`config.mk`:
```
export PLATFORM = sky130hd
export DESIGN_NAME = mips_instr_encoder_flat
export DESIGN_NICKNAME = d
export VERILOG_FILES = /design/src/rtl/mips_isa_pkg.sv /design/src/rtl/mips_instr_encoder_if.sv /design/src/rtl/mips_word_pack.sv /design/src/rtl/mips_instr_encoder.sv /design/src/flat_wrapper.sv
export SDC_FILE = /design/constraint.sdc
export NUM_CORES = 1
export LEC_CHECK = 0
export ABC_AREA = 0
export CORE_MARGIN = 4
export CORE_UTILIZATION = 35
export DETAILED_ROUTE_END_ITERATION = 12
export GPL_ROUTABILITY_DRIVEN = 0
export PLACE_DENSITY = 0.68
export SLEW_MARGIN = 20
export SYNTH_ARGS = -nofsm -noshare
export SYNTH_HDL_FRONTEND = slang
export SYNTH_HIERARCHICAL = 1
export SYNTH_SLANG_ARGS = --single-unit
```
`constraint.sdc`:
```
create_clock -name clk -period 3.2 [get_ports clk]
set_clock_uncertainty 0.1 [all_clocks]
set_input_delay 0.48 -clock clk [delete_from_list [all_inputs] [get_ports clk]]
set_output_delay 0.48 -clock clk [all_outputs]
set_load 0.02 [all_outputs]
```
`src/rtl/mips_isa_pkg.sv`:
```
// Shared MIPS ISA constants and encoder types, used by both the encoder and the control decoder.
package mips_isa_pkg;

  localparam logic [5:0] OP_RTYPE = 6'b000000;
  localparam logic [5:0] OP_J     = 6'b000010;
  localparam logic [5:0] OP_BEQ   = 6'b000100;
  localparam logic [5:0] OP_ADDI  = 6'b001000;
  localparam logic [5:0] OP_LW    = 6'b100011;
  localparam logic [5:0] OP_SW    = 6'b101011;

  localparam logic [5:0] FN_ADD = 6'b100000;
  localparam logic [5:0] FN_SUB = 6'b100010;
  localparam logic [5:0] FN_SLT = 6'b101010;
  localparam logic [5:0] FN_MUL = 6'b011100;

  typedef enum logic [2:0] {
    K_NOP     = 3'd0,
    K_LW      = 3'd1,
    K_SW      = 3'd2,
    K_RTYPE   = 3'd3,
    K_ADDI    = 3'd4,
    K_BEQ     = 3'd5,
    K_J       = 3'd6,
    K_ILLEGAL = 3'd7
  } kind_e;

  typedef enum logic [1:0] {
    ALU_ADD = 2'd0,
    ALU_SUB = 2'd1,
    ALU_SLT = 2'd2,
    ALU_MUL = 2'd3
  } alu_e;

  typedef enum logic [1:0] {
    S_IDLE  = 2'd0,
    S_LOAD  = 2'd1,
    S_DRAIN = 2'd2,
    S_DONE  = 2'd3
  } state_e;

  function automatic logic [5:0] funct_of(input alu_e alu);
    case (alu)
      ALU_ADD: return FN_ADD;
      ALU_SUB: return FN_SUB;
      ALU_SLT: return FN_SLT;
      default: return FN_MUL;
    endcase
  endfunction

endpackage

```
`src/rtl/mips_instr_encoder_if.sv`:
```
// Symbolic instruction request bus: one beat per valid/ready handshake.
interface mips_instr_encoder_if;
  logic        in_valid;
  logic        in_ready;
  logic [2:0]  in_kind;
  logic [1:0]  in_alu;
  logic [4:0]  in_rs;
  logic [4:0]  in_rt;
  logic [4:0]  in_rd;
  logic [15:0] in_imm;
  logic [25:0] in_target;

  modport master (
    output in_valid, in_kind, in_alu, in_rs, in_rt, in_rd, in_imm, in_target,
    input  in_ready
  );

  modport slave (
    input  in_valid, in_kind, in_alu, in_rs, in_rt, in_rd, in_imm, in_target,
    output in_ready
  );
endinterface

```
`src/rtl/mips_word_pack.sv`:
```
// Combinational packer: symbolic kind plus fields -> 32-bit MIPS word, flagging the illegal kind.
module mips_word_pack
  import mips_isa_pkg::*;
(
  input  kind_e       kind,
  input  alu_e        alu,
  input  logic [4:0]  rs,
  input  logic [4:0]  rt,
  input  logic [4:0]  rd,
  input  logic [15:0] imm,
  input  logic [25:0] target,
  output logic [31:0] word,
  output logic        illegal
);

  always_comb begin
    // NOTE: defaults assigned first so every path drives both outputs and no latch is inferred.
    word    = 32'h0;
    illegal = 1'b0;
    case (kind)
      K_LW:      word = {OP_LW,   rs, rt, imm};
      K_SW:      word = {OP_SW,   rs, rt, imm};
      K_ADDI:    word = {OP_ADDI, rs, rt, imm};
      K_BEQ:     word = {OP_BEQ,  rs, rt, imm};
      K_J:       word = {OP_J, target};
      K_RTYPE:   word = {OP_RTYPE, rs, rt, rd, 5'b0, funct_of(alu)};
      K_ILLEGAL: illegal = 1'b1;
      default:   word = 32'h0;
    endcase
  end

endmodule

```
`src/rtl/mips_instr_encoder.sv`:
```
// Load-session controller: accepts symbolic beats and writes packed words into imem from address 0.
module mips_instr_encoder
  import mips_isa_pkg::*;
#(
  parameter int IMEM_DEPTH = 64,
  parameter int ADDR_W     = 6
) (
  input  logic                clk,
  input  logic                rst,
  input  logic                start,
  input  logic                finish,
  mips_instr_encoder_if.slave req,
  output logic                imem_we,
  output logic [ADDR_W-1:0]   imem_addr,
  output logic [31:0]         imem_wdata,
  output logic                busy,
  output logic                done,
  output logic [ADDR_W:0]     count,
  output logic                err_illegal,
  output logic                err_full
);

  localparam logic [ADDR_W:0] DEPTH_C = (ADDR_W+1)'(IMEM_DEPTH);

  state_e      state_q, state_d;
  logic [31:0] word;
  logic        illegal;
  logic        full;
  logic        accept;

  mips_word_pack u_pack (
    .kind    (kind_e'(req.in_kind)),
    .alu     (alu_e'(req.in_alu)),
    .rs      (req.in_rs),
    .rt      (req.in_rt),
    .rd      (req.in_rd),
    .imm     (req.in_imm),
    .target  (req.in_target),
    .word    (word),
    .illegal (illegal)
  );

  // The word address equals the session count, so one counter serves both.
  assign full         = (count >= DEPTH_C);
  assign req.in_ready = (state_q == S_LOAD) && !full && !finish;
  assign accept       = req.in_valid && req.in_ready;

  assign busy = (state_q == S_LOAD) || (state_q == S_DRAIN);
  assign done = (state_q == S_DONE);

  always_comb begin
    state_d = state_q;
    case (state_q)
      S_IDLE:  state_d = S_IDLE;
      S_LOAD:  if (finish) state_d = S_DRAIN;
      S_DRAIN: state_d = S_DONE;
      S_DONE:  state_d = S_DONE;
      default: state_d = S_IDLE;
    endcase
    if (start) state_d = S_LOAD;
  end

  always_ff @(posedge clk or posedge rst) begin
    if (rst) begin
      state_q     <= S_IDLE;
      imem_we     <= 1'b0;
      imem_addr   <= '0;
      imem_wdata  <= 32'h0;
      count       <= '0;
      err_illegal <= 1'b0;
      err_full    <= 1'b0;
    end else begin
      // NOTE: non-blocking assignments so every register samples pre-edge values.
      state_q <= state_d;
      imem_we <= accept;
      if (accept) begin
        imem_addr  <= count[ADDR_W-1:0];
        imem_wdata <= word;
      end
      // A beat registered this edge still writes at its old address even if start clears the count.
      if (start) begin
        count       <= '0;
        err_illegal <= 1'b0;
        err_full    <= 1'b0;
      end else begin
        if (accept) count <= count + 1'b1;
        if (accept && illegal) err_illegal <= 1'b1;
        if ((state_q == S_LOAD) && full && req.in_valid) err_full <= 1'b1;
      end
    end
  end

endmodule

```
`src/flat_wrapper.sv`:
```
// flat-port wrapper written by rule: the top's interface ports become plain ports
module mips_instr_encoder_flat import mips_isa_pkg::*;
#(
  parameter int IMEM_DEPTH = 64,
  parameter int ADDR_W     = 6
)
  (clk, rst, start, finish, imem_we, imem_addr, imem_wdata, busy, done, count, err_illegal, err_full, req_in_valid, req_in_kind, req_in_alu, req_in_rs, req_in_rt, req_in_rd, req_in_imm, req_in_target, req_in_ready);
  mips_instr_encoder_if req_i ();
  input  logic clk;
  input  logic rst;
  input  logic start;
  input  logic finish;
  output logic imem_we;
  output logic [ADDR_W-1:0] imem_addr;
  output logic [31:0] imem_wdata;
  output logic busy;
  output logic done;
  output logic [ADDR_W:0] count;
  output logic err_illegal;
  output logic err_full;
  input wire logic [$bits(req_i.in_valid)-1:0] req_in_valid;
  input wire logic [$bits(req_i.in_kind)-1:0] req_in_kind;
  input wire logic [$bits(req_i.in_alu)-1:0] req_in_alu;
  input wire logic [$bits(req_i.in_rs)-1:0] req_in_rs;
  input wire logic [$bits(req_i.in_rt)-1:0] req_in_rt;
  input wire logic [$bits(req_i.in_rd)-1:0] req_in_rd;
  input wire logic [$bits(req_i.in_imm)-1:0] req_in_imm;
  input wire logic [$bits(req_i.in_target)-1:0] req_in_target;
  output wire logic [$bits(req_i.in_ready)-1:0] req_in_ready;
  assign req_i.in_valid = req_in_valid;
  assign req_i.in_kind = req_in_kind;
  assign req_i.in_alu = req_in_alu;
  assign req_i.in_rs = req_in_rs;
  assign req_i.in_rt = req_in_rt;
  assign req_i.in_rd = req_in_rd;
  assign req_i.in_imm = req_in_imm;
  assign req_i.in_target = req_in_target;
  assign req_in_ready = req_i.in_ready;
  mips_instr_encoder #(.IMEM_DEPTH(IMEM_DEPTH), .ADDR_W(ADDR_W)) u_core (.clk(clk), .rst(rst), .start(start), .finish(finish), .req(req_i), .imem_we(imem_we), .imem_addr(imem_addr), .imem_wdata(imem_wdata), .busy(busy), .done(done), .count(count), .err_illegal(err_illegal), .err_full(err_full));
endmodule
```
==> results of run 1 <==
-- sequential cells by signal, indices dropped and copies added, names as in the netlist --
name,flops
u_core/state_q,2
u_core/imem_addr,6
u_core/count,7
u_core/err_full,1
u_core/err_illegal,1
u_core/imem_wdata,32
u_core/imem_we,1
-- synthesized netlist by cell type, types with 2 or more instances --
cell type,n,area [sq um]
a21oi_1,16,80.08
or2b_1,2,15.01
dfrtp_1,50,1251
xnor2_1,2,17.52
buf_6,2,22.52
a22o_1,17,148.9
o2bb2ai_1,3,26.28
nor2b_1,13,81.33
o22ai_1,6,37.54
or3_1,2,12.51
inv_1,6,22.52
mux2i_1,16,160.2
nand2b_1,2,12.51
nand2_1,135,506.7
ha_1,6,75.07
buf_4,3,22.52
buf_2,8,40.04
nor2_1,10,37.54
clkbuf_1,9,33.78
buf_1,2,7.510
o21ai_0,3,15.01
-- power breakdown --
group          leakage [nW]  internal, mW  switching, mW  total (mW)
sequential            0.659         0.738         0.0590       0.797
clock                0.0544         0.198          0.210       0.408
combinational          1.22         0.350          0.363       0.714
total                  1.93          1.29          0.632        1.92
-- final cells by class --
type,instances,share of cell area
clock buffers,7,0.02358
repair buffers,123,0.2965
inverters,7,0.006432
clock inverters,1,0.002144
flip-flops and latches,50,0.3063
multi-input cells,248,0.3338
well taps,102,0.03124
-- per-layer routing --
| layer | vias up | GRT usage | wire length (um) |
|---|---|---|---|
| li1 | 1290 | - | - |
| met1 | 1213 | 0.1945 | 3330 |
| met2 | 76 | 0.2909 | 3943 |
| met3 | 6 | 0.05119 | 531 |
| met4 | 0 | 0.03348 | 52 |
| met5 | - | 0 | 0 |
-- cells by family (layout without fill, tap and decap cells) --
| family | count (synthesis) | in the layout | share of synthesized area |
|---|---|---|---|
| muxes | 17 | 17 | 0.06210 |
| buffers and inverters | 31 | 138 | 0.05530 |
| other | 1 | 1 | 0.001359 |
| adders and majority gates | 6 | 6 | 0.02720 |
| AOI/OAI and AO/OA | 50 | 50 | 0.1251 |
| and+or+nand+nor | 171 | 171 | 0.2593 |
| xor gates and xnor gates | 3 | 3 | 0.01632 |
| DFF | 50 | 50 | 0.4533 |
-- critical path, cell delays in order, from the launching register on --
cell and delay (ns):
dfrtp_1 0.42, inv_1 0.09, ha_1 0.21, nand2b_1 0.15
nor2_1 0.11, clkdlybuf4s50_1 0.60
-- metrics by stage --
stage | instances | cell area [sq um]
global placement | 530 | 3980
floorplan | 329 | 2760
finish | 538 | 4085
detailed placement | 530 | 3980
global route | 538 | 4085
CTS | 538 | 4085
-- path summary, 6_finish.rpt --
path	slack, ns	startpoint	endpoint
hold / removal	0.38	u_core/imem_addr[3]	u_core/imem_addr[3]
setup / recovery	0.74	u_core/state_q[1]	req_in_ready
max in group asynchronous	1.83	rst	u_core/imem_addr[0]
min in group asynchronous	0.40	rst	u_core/imem_wdata[14]
setup reg to reg	1.12	u_core/state_q[1]	u_core/count[5]
hold reg to reg	0.38	u_core/imem_addr[3]	u_core/imem_addr[3]
==> flow_summary.ini, run 1 <==
[synthesis]
ys.flop_type = dfrtp_1
yosys_register_bits = 50
synthCells = 329
synth_cell_types = 37
async_flop_share = 1.000
syn_area_sq_um = 2760
synth_edf_count = 0
syn_area_per_cell_sq_um = 8.390
syn-num-nets = 402
yosysWarnings = 6
synth-seq-area-share = 0.4533

[outcome]
status = completed

[floorplanning]
fp.dieW_um = 96.81
fp.coreArea_sq_um = 7687
die-area_sq_um = 9371
initial_core_util = 0.3590
ios = 118
rows = 32
chipHeight_um = 96.81

[global_routing]
grt_overflow_total = 0
grt_util_all_layers = 0.1639
grt_pass1_vias = 2678
grt_max_degree = 46
grt_first_pass_wirelength_mm = 12.82
antenna_found_initial = 0

[route]
finalWirelength_mm = 7.857
drc = 0
ant_nets = 0
vias = 2585
initialDrtViolationCount = 61
vias_per_cell = 4.805
dr.pass1.iters = 4
wire_per_inst_um = 14.60

[finish]
fin_util = 0.5314
antenna_cells = 0
final_common_cell = nand2_1
synthToLayoutAreaGrowth_pct = 48.01
final_nets = 508
n_fill_cell = 758
multiInputGateArea_sq_um = 1364
drive_above_1_share = 0.05046
layout.area.seq_sq_um = 1251
final_cell_mix = nand2_1, clkdlybuf4s50_1, dfrtp_1

[sta]
fmax_mhz = 407.2
finalCritPeriodShare = 0.7675
rsz0062_at_grt = false
relSlewSlack = 0.4835
maxSlewViolCount = 0
hold_ws_ns = 0.3817
min_period_ns = 2.456
fin_tns_setup_ns = 0
tightestPinTransition_ns = 0.7747
hold_viol_final = 0
setup_ws_ns = 0.7441
setup_violations = 0

[critical_path]
start_kind = register
crit_fanout = 5
cp.arrival_ns = 1.88
worstSetupPathType = reg2out
r2r_cells = 6
cp-end-kind = output pin
cp.required_ns = 2.62

[clock_tree]
cts_sinks = 50
hold_buffers = 0
clk_pin_slew_worst_paths_ns = 0.09
clk_latency_ns = 0.30
clock_path_buffers = 2
htreeDepth = 2
ctsResizeCount = 0
cts_tree = built
cts_buffers = 5
postCtsSetupBuffers = 0
cts_root_buf = clkbuf_8

[placement]
place_ws_ns = 0.7925
hpwl_mm = 5.814
portBuffers = 117

[power]
power_mw = 1.919
p_leak_nw = 1.935
ir_drop_uv = 192.3
p_per_area_nw_per_um2 = 469.8

[flow_run]
max_cap_violations = 0

[worst_hold_path]
hold_class = reg2reg
hold_depth = 2
Note: power is estimated with default switching activity, not from simulation.
==> run 2: changes to the inputs <==
- PLACE_DENSITY: 0.68 -> 0.71
- clock period: 3.2 -> 2.15 ns (I/O delays scaled with it)
==> run 2 against run 1 <==
Compared with the run above: register-to-register slack got worse by 0.81 ns; clock power up 41%; cell count up 1.7%; final area increased by 2.1%; routed wire length decreased by 1.9%; setup slack lost 0.53 ns; critical path type unchanged; largest cell class unchanged; highest routed layer unchanged.
==> flow_summary.ini, run 2 (synthesis gave the netlist of run 1 again) <==
[outcome]
status = completed

[route]
vias = 2617
finalWirelength_mm = 7.704
vias_per_cell = 4.784
dr.pass1.iters = 4
initialDrtViolationCount = 67
drc = 0
ant_nets = 0
wire_per_inst_um = 14.08

[sta]
tightestPinTransition_ns = 0.5131
hold_viol_final = 0
min_period_ns = 1.933
finalCritPeriodShare = 0.8989
relSlewSlack = 0.6572
fmax_mhz = 517.4
maxSlewViolCount = 0
setup_violations = 0
rsz0062_at_grt = false
fin_tns_setup_ns = 0

[critical_path]
crit_chain = inv_1 > ha_1 > nand2b_1 > nor2_1 > dlygate4sd2_1
cp.arrival_ns = 1.51
cp-end-kind = output pin
cpPeakStageDelay_ns = 0.42
start_kind = register
worstSetupPathType = reg2out
crit_fanout = 4
cp.required_ns = 1.73
cpMaxStageDelayCell = dfrtp_1

[placement]
portBuffers = 117
placedInstanceArea_sq_um = 4073
hpwl_mm = 5.856

[floorplanning]
chipHeight_um = 96.81
rows = 32
initial_core_util = 0.3590
fp.coreArea_sq_um = 7687
ios = 118
fp.dieW_um = 96.81
die-area_sq_um = 9371

[worst_hold_path]
hold_class = in2async

[finish]
largest_reg_flops = 32
fin_area_sq_um = 4169
largest_register = u_core/imem_wdata
drive_above_1_share = 0.06966
final_cell_mix = nand2_1, clkdlybuf4s50_1, dfrtp_1
antenna_cells = 0
synthToLayoutAreaGrowth_pct = 51.04
final_common_cell = nand2_1
largestRegisters = u_core/imem_wdata x32, u_core/count x7, u_core/imem_addr x6
final_nets = 517

[clock_tree]
cts_sinks = 50
cts_buffers = 5
clk_pin_slew_worst_paths_ns = 0.10
htreeDepth = 2
clock_path_buffers = 2
cts_root_buf = clkbuf_8
clk_latency_ns = 0.29
postCtsSetupBuffers = 0
cts_tree = built

[power]
p_leak_nw = 1.990
sequentialPowerShare = 0.420
power.net_switching_mw = 0.9434
ir_drop_uv = 313.3
intPower_mw = 1.896
p_per_area_nw_per_um2 = 681.0
clkPwrFrac = 0.202
p_sw_frac = 0.3323
pwr-share-comb = 0.378

[global_routing]
grt_pass1_vias = 2641
grt_overflow_total = 0
grt_first_pass_wirelength_mm = 12.79
grt_util_all_layers = 0.1636
grt_max_degree = 51
antenna_found_initial = 0

[flow_run]
max_cap_violations = 0
==> run 2: layout make-up <==
class	instances	area, sq um
Clock buffer	6	82.58
Clock inverter	2	12.51
Fill cell	716	3518
Inverter	7	26.28
Multi-Input combinational cell	248	1364
Sequential cell	50	1251
Tap cell	102	127.6
Timing Repair Buffer	132	1305
==> run 2: stage by stage <==
step | util | std cells | total power [mW] | setup slack, ns | hold slack, ns
floorplan | - | 329 | 1.725 | 0.5051 | 0.3689
global placement | 0.5298 | 539 | 2.282 | 0.1492 | 0.3573
detailed placement | 0.5298 | 539 | 2.296 | 0.1366 | 0.3611
CTS | 0.5420 | 547 | 2.872 | 0.07081 | 0.3121
global route | 0.5423 | 547 | 3.016 | 0.09635 | 0.3027
finish | 0.5423 | 547 | 2.839 | 0.2174 | 0.2775
==> run 2: worst paths after layout <==
kind / startpoint / endpoint / slack, ns / depth (start not counted)
min in group clk: u_core/imem_wdata[6] / u_core/imem_wdata[6] / 0.38 / 2
worst min register to register: u_core/imem_wdata[6] / u_core/imem_wdata[6] / 0.38 / 2
worst max register to register: u_core/state_q[1] / u_core/count[5] / 0.31 / 5
max in group asynchronous: rst / u_core/imem_wdata[1] / 1.42 / 3
worst max-delay path: u_core/state_q[1] / req_in_ready / 0.22 / 5
worst min-delay path: rst / u_core/imem_wdata[2] / 0.28 / 3
==> run 2: repair_timing <==
item	in CTS	in global routing
endpoints found under the setup margin	1	1
gates cloned	0	0
hold buffers	0	0
gates resized for setup	1	1
hold endpoints to repair	0	0
==> run 2: power by group through the flow <==
| stage | Combinational, mW | Sequential (mW) | Clock (mW) |
|---|---|---|---|
| 2_1_floorplan | 0.328 | 1.40 | 0 |
| 3_3_place_gp | 1.07 | 1.21 | 0 |
| 3_5_place_dp | 1.09 | 1.21 | 0 |
| 4_1_cts | 1.09 | 1.20 | 0.589 |
| 5_1_grt | 1.16 | 1.22 | 0.638 |
| 6_report | 1.07 | 1.19 | 0.574 |
==> run 2: metal layers <==
metal  GRT usage  up-vias  share of wire  wire length (um)
met5           0        -              0                 0
met4     0.04212        0          0.019               149
met3     0.04326       10          0.053               410
met2      0.2776       74           0.49              3744
met1      0.2064     1223           0.44              3400
li1            -     1310              -                 -
==> run 2: worst max-delay path: cells and delay by family (launching register included) <==
kind	cells	cell delay, ns
buffers and inverters	2	0.42
flip-flops	1	0.42
adder cells (fa/ha/maj)	1	0.20
AND/OR/NAND/NOR	2	0.17
==> run 3: changes to the inputs <==
- GPL_ROUTABILITY_DRIVEN: 0 -> not set
==> results of run 3 <==
No change in the layout: final DEF, timing and power equal those of run 2.
